==> src/rtl/vedic_div_pkg.sv <==
// Shared types and helpers for the vedic_div_seq iterative divider.
// Optional feature macro used by the top level: VEDIC_DIV_EARLY_EXIT_EN.
package vedic_div_pkg;

   typedef enum logic [1:0] {
      IDLE = 2'd0,
      CALC = 2'd1,
      DONE = 2'd2
   } state_e;

   // Width of a counter that must hold 0..n-1.
   function automatic int cnt_width(input int n);
      return (n <= 2) ? 1 : $clog2(n);
   endfunction

   // Fill bit of the quotient reported for a zero divisor.
   localparam logic DIV0_Q_BIT = 1'b1;

endpackage

==> src/rtl/vedic_div_step.sv <==
// One radix-2 restoring division step: shift in the next dividend bit and
// conditionally subtract the divisor.
module vedic_div_step #(
   parameter int DVS_W = 4
) (
   input  logic [DVS_W-1:0] p_i,
   input  logic             bit_i,
   input  logic [DVS_W-1:0] divisor_i,
   output logic [DVS_W-1:0] p_o,
   output logic             q_o
);

   logic [DVS_W:0] trial;

   // The incoming partial remainder is always < divisor, so the restored
   // value fits DVS_W bits even though the trial needs one extra bit.
   always_comb begin
      trial = {p_i, bit_i};
      q_o   = (trial >= {1'b0, divisor_i});
      p_o   = q_o ? DVS_W'(trial - {1'b0, divisor_i}) : trial[DVS_W-1:0];
   end

endmodule

==> src/rtl/vedic_div_seq.sv <==
// Iterative unsigned divider, one quotient bit per clock, start/busy request
// and valid/ready result handshake. Optional macro: VEDIC_DIV_EARLY_EXIT_EN.
module vedic_div_seq
   import vedic_div_pkg::*;
#(
   parameter int DVD_W = 8,
   parameter int DVS_W = 4
) (
   input  logic             clk,
   input  logic             rst_n,
   input  logic             start,
   input  logic [DVD_W-1:0] dividend,
   input  logic [DVS_W-1:0] divisor,
   output logic             busy,
   output logic             out_valid,
   input  logic             out_ready,
   output logic [DVD_W-1:0] quotient,
   output logic [DVS_W-1:0] remainder,
   output logic             div_by_zero
);

   localparam int             CNT_W    = cnt_width(DVD_W);
   localparam logic [CNT_W-1:0] CNT_LAST = CNT_W'(DVD_W - 1);

   state_e           state_q, state_d;
   logic [DVS_W-1:0] p_q, p_d;
   logic [DVD_W-1:0] q_q, q_d;
   logic [DVS_W-1:0] dvs_q, dvs_d;
   logic [CNT_W-1:0] cnt_q, cnt_d;
   logic [DVD_W-1:0] quot_q, quot_d;
   logic [DVS_W-1:0] rem_q, rem_d;
   logic             dbz_q, dbz_d;

   logic [DVS_W-1:0] step_p;
   logic             step_q;

   vedic_div_step #(.DVS_W(DVS_W)) u_step (
      .p_i       (p_q),
      .bit_i     (q_q[DVD_W-1]),
      .divisor_i (dvs_q),
      .p_o       (step_p),
      .q_o       (step_q)
   );

   always_comb begin
      // NOTE: every variable gets its hold value first, so no branch can leave one unassigned and infer a latch.
      state_d = state_q;
      p_d     = p_q;
      q_d     = q_q;
      dvs_d   = dvs_q;
      cnt_d   = cnt_q;
      quot_d  = quot_q;
      rem_d   = rem_q;
      dbz_d   = dbz_q;

      unique case (state_q)
         IDLE: begin
            if (start) begin
               dvs_d = divisor;
               cnt_d = '0;
               if (divisor == '0) begin
                  state_d = DONE;
                  quot_d  = {DVD_W{DIV0_Q_BIT}};
                  rem_d   = '0;
                  dbz_d   = 1'b1;
               end
`ifdef VEDIC_DIV_EARLY_EXIT_EN
               else if (dividend < DVD_W'(divisor)) begin
                  state_d = DONE;
                  quot_d  = '0;
                  rem_d   = dividend[DVS_W-1:0];
                  dbz_d   = 1'b0;
               end
`endif
               else begin
                  state_d = CALC;
                  p_d     = '0;
                  q_d     = dividend;
               end
            end
         end

         CALC: begin
            p_d   = step_p;
            q_d   = {q_q[DVD_W-2:0], step_q};
            cnt_d = cnt_q + 1'b1;
            if (cnt_q == CNT_LAST) begin
               state_d = DONE;
               cnt_d   = '0;
               quot_d  = {q_q[DVD_W-2:0], step_q};
               rem_d   = step_p;
               dbz_d   = 1'b0;
            end
         end

         DONE: begin
            if (out_ready) begin
               state_d = IDLE;
            end
         end

         default: state_d = IDLE;
      endcase
   end

   // Result registers are separate from the working registers so no partial
   // value ever reaches the outputs.
   always_ff @(posedge clk or negedge rst_n) begin
      if (!rst_n) begin
         state_q <= IDLE;
         p_q     <= '0;
         q_q     <= '0;
         dvs_q   <= '0;
         cnt_q   <= '0;
         quot_q  <= '0;
         rem_q   <= '0;
         dbz_q   <= 1'b0;
      end else begin
         // NOTE: non-blocking assignments so every register updates from pre-edge values.
         state_q <= state_d;
         p_q     <= p_d;
         q_q     <= q_d;
         dvs_q   <= dvs_d;
         cnt_q   <= cnt_d;
         quot_q  <= quot_d;
         rem_q   <= rem_d;
         dbz_q   <= dbz_d;
      end
   end

   assign busy        = (state_q != IDLE);
   assign out_valid   = (state_q == DONE);
   assign quotient    = quot_q;
   assign remainder   = rem_q;
   assign div_by_zero = dbz_q;

endmodule

==> config.mk <==
export PLATFORM = sky130hd
export DESIGN_NAME = vedic_div_seq
export DESIGN_NICKNAME = d
export VERILOG_FILES = /design/src/rtl/vedic_div_pkg.sv /design/src/rtl/vedic_div_step.sv /design/src/rtl/vedic_div_seq.sv
export SDC_FILE = /design/constraint.sdc
export NUM_CORES = 1
export LEC_CHECK = 0
export CAP_MARGIN = 0
export CORE_ASPECT_RATIO = 1.25
export CORE_MARGIN = 5
export CORE_UTILIZATION = 46
export DETAILED_ROUTE_END_ITERATION = 12
export GPL_TIMING_DRIVEN = 0
export PLACE_DENSITY = 0.84
export SKIP_LAST_GASP = 1
export SYNTH_ARGS = -nofsm -noshare
export SYNTH_HDL_FRONTEND = slang
export SYNTH_SLANG_ARGS = --single-unit
==> constraint.sdc <==
create_clock -name clk -period 1.9 [get_ports clk]
set_input_delay 0.38 -clock clk [delete_from_list [all_inputs] [get_ports clk]]
set_output_delay 0.38 -clock clk [all_outputs]
set_load 0.005 [all_outputs]
==> metrics.cfg, run 1 <==
[routing]
via_count=1296
dr.pass1.iters=5
ant_nets=0
routedWlPerCell_um=15.5
drc=0
drtIter0Drc=43
vias_per_cell=5.42
drt_wl_total_um=3710

[final_layout]
diodes=0
drive_gt1_share_pct=14.5
num-fill-cells=282
final_common_cell=dfrtp_1
nets=222
multi_input_area_sq_um=749
mostFrequentLayoutCells=dfrtp_1, clkdlybuf4s50_1, nand2_1
ff_latch_area_sq_um=851
synthToLayoutAreaGrowth_pct=32.0

[yosys]
ys_top_cells_by_area=dfrtp_1, nand2_1, ha_1
synth_cell_types=34
syn_nets=183
synth_flop_cell=dfrtp_1
ys_warn_count=0
synthArstFlopShare_pct=100
synth-edff-count=0
syn_area_per_cell_sq_um=10.3
netlist_area_sq_um=1650
ys_ff_latch=34
synth_top_cell_by_area=dfrtp_1
syn_inst=160
yosysTopAreaCellShare_pct=51.5
yosysSeqAreaShare_pct=51.5

[placed_design]
dp_slack_ns=-0.208
gp_congestion=0.778
dpl.hpwl_um=2580
port_buffers=30

[timing]
hold_viol_final=0
worst_pin_slew_ns=0.746
setup_violations=0
slew_violations=0
setup_slack_ns=0.0332
finalCritPeriodShare_pct=98.3
min_period_ns=1.87
fin_worst_skew_ns=0.00699
rsz0062_at_grt=true
max_freq_mhz=536
slew-limit-headroom_pct=50.2

[global_route]
grt_pass1_wl_um=6190
grt_overflow=0
grt_max_degree=35
gr-usage-all-layers_pct=15.7
grt_pass1_vias=1287
antenna_found_initial=0

[setup_path]
critical_path.max_stage_delay_ns=0.44
crit_buf_inv=0
critPathKind=reg2reg
cp.required_ns=2.10
critPathCaptureType=flop
slowest_stage=dfrtp_1
cp_top_family=compound AO/OA/AOI/OAI gates
critPathMaxFanout=5
crit_arrival_ns=2.07
cp-start-kind=flop
crit_chain=ha_4, a21oi_2, o21a_1, o21a_4, mux2_2, o2bb2ai_1

[hold_path]
hold_class=in2async

[die]
start_util_pct=47.4
die_x_um=63.6
die_h_um=77.0
rows=24
die_area_sq_um=4900
core_sq_um=3480
num_io_pins=31

[outcome]
status=finished clean

[clock_tree]
cts_buffers=5
clk_pin_slew_ns=0.07
htree_levels=2
cts_tree=yes
clock-root-buffer=clkbuf_8
clk_latency_ns=0.29
cts_max_path_buffers=2
cts.sinks=34

[power_and_ir_drop]
total_power_w=0.00424
ir_worst_vdd_mv=1.38
power.leakage_nw=0.951
power_density_nw_per_um2=1940

[job]
cap_viol_max_count=0

-- layer usage --
| layer | vias up | track usage (%) | routed length (um) |
|---|---|---|---|
| li1 | 639 | - | - |
| met1 | 620 | 19.4 | 1590 |
| met2 | 29 | 25.8 | 1870 |
| met3 | 8 | 3.51 | 150 |
| met4 | 0 | 7.28 | 97 |
| met5 | - | 0 | 0 |
-- per-stage QoR --
step / util (%) / instances / hold WS (ns) / setup TNS (ns) / area (sq um)
finish: 62.6 / 239 / 0.149 / 0 / 2180
CTS: 62.1 / 239 / 0.173 / 0 / 2160
detailed placement: 57.3 / 229 / 0.481 / -3.48 / 2000
global placement: 57.4 / 229 / 0.468 / -10.36 / 2000
floorplan: - / 160 / 0.0844 / 0 / 1650
global route: 62.6 / 239 / 0.221 / -0.000324 / 2180
-- synth_stat cells (2+ instances only) --
| cell type | number |
|---|---|
| nand3_1 | 3 |
| nor2_1 | 14 |
| o22a_1 | 7 |
| o2bb2ai_1 | 2 |
| clkbuf_1 | 4 |
| ha_1 | 6 |
| a31oi_1 | 8 |
| nand2_1 | 26 |
| a22o_1 | 3 |
| nor2b_1 | 2 |
| mux2i_1 | 2 |
| o31ai_1 | 2 |
| a21oi_2 | 2 |
| o21a_1 | 2 |
| inv_1 | 10 |
| dfrtp_1 | 34 |
| buf_6 | 2 |
| a21oi_1 | 4 |
| o21ai_0 | 10 |
| mux2_2 | 3 |
-- cell families (layout without fill, tap and decap cells) --
kind of cell,count (synthesis),in the layout,share of synthesized area (%)
AOI/OAI and AO/OA,45,45,19.3
xor gates and xnor gates,1,1,0.530
adders and majority gates,7,7,5.76
buffers and inverters,16,56,4.55
DFF,34,34,51.5
muxes,6,6,4.17
and+or+nand+nor,51,51,14.2
-- where the power goes --
group | internal [W] | total, W | leakage, nW | switching [W]
Clock | 0.000526 | 0.000796 | 0.0683 | 0.000270
Combinational | 0.00111 | 0.00212 | 0.483 | 0.00100
Sequential | 0.00109 | 0.00133 | 0.400 | 0.000236
Total | 0.00273 | 0.00424 | 0.951 | 0.00151
-- registers in the layout (all words and copies together), names as in the netlist --
register,cells
q_q,8
quotient,8
dvs_q,4
p_q,4
remainder,4
cnt_q,3
state_q,2
div_by_zero,1
-- cell type report --
cell class | instances | share of cell area [%]
Timing Repair Buffer | 32 | 14.2
Clock inverter | 3 | 3.16
Inverter | 10 | 1.72
Tap cell | 39 | 2.24
Sequential cell | 34 | 39.0
Multi-Input combinational cell | 110 | 34.4
Buffer | 6 | 2.18
Clock buffer | 5 | 3.16
-- worst paths after layout --
check / from / end / slack [ns] / cells after the start
setup / recovery: p_q[1]$_DFFE_PN0P_ / p_q[1]$_DFFE_PN0P_ / 0.03 / 6
setup reg to reg: p_q[1]$_DFFE_PN0P_ / p_q[1]$_DFFE_PN0P_ / 0.03 / 6
min in group clk: remainder[2]$_DFFE_PN0P_ / remainder[2]$_DFFE_PN0P_ / 0.49 / 2
hold reg to reg: remainder[2]$_DFFE_PN0P_ / remainder[2]$_DFFE_PN0P_ / 0.49 / 2
hold / removal: rst_n / quotient[5]$_DFFE_PN0P_ / 0.15 / 1
max in group asynchronous: rst_n / state_q[1]$_DFFE_PN0P_ / 1.27 / 1
-- what timing repair did --
action | CTS | global route
setup buffers | 2 | 0
endpoints found under the hold margin | 0 | 0
hold buffers | 0 | 0
gates resized for setup | 6 | 3
endpoints found under the setup margin | 8 | 8
pin swaps | 0 | 1
Note: power is estimated with default switching activity, not from simulation.
==> run 2, diff against run 1 <==
Settings changed: ABC_CLOCK_PERIOD_IN_PS set to 1900, CAP_MARGIN 0 to 25.
==> results of run 2 <==
The final DEF is identical to that of run 1; final timing and power are the same.
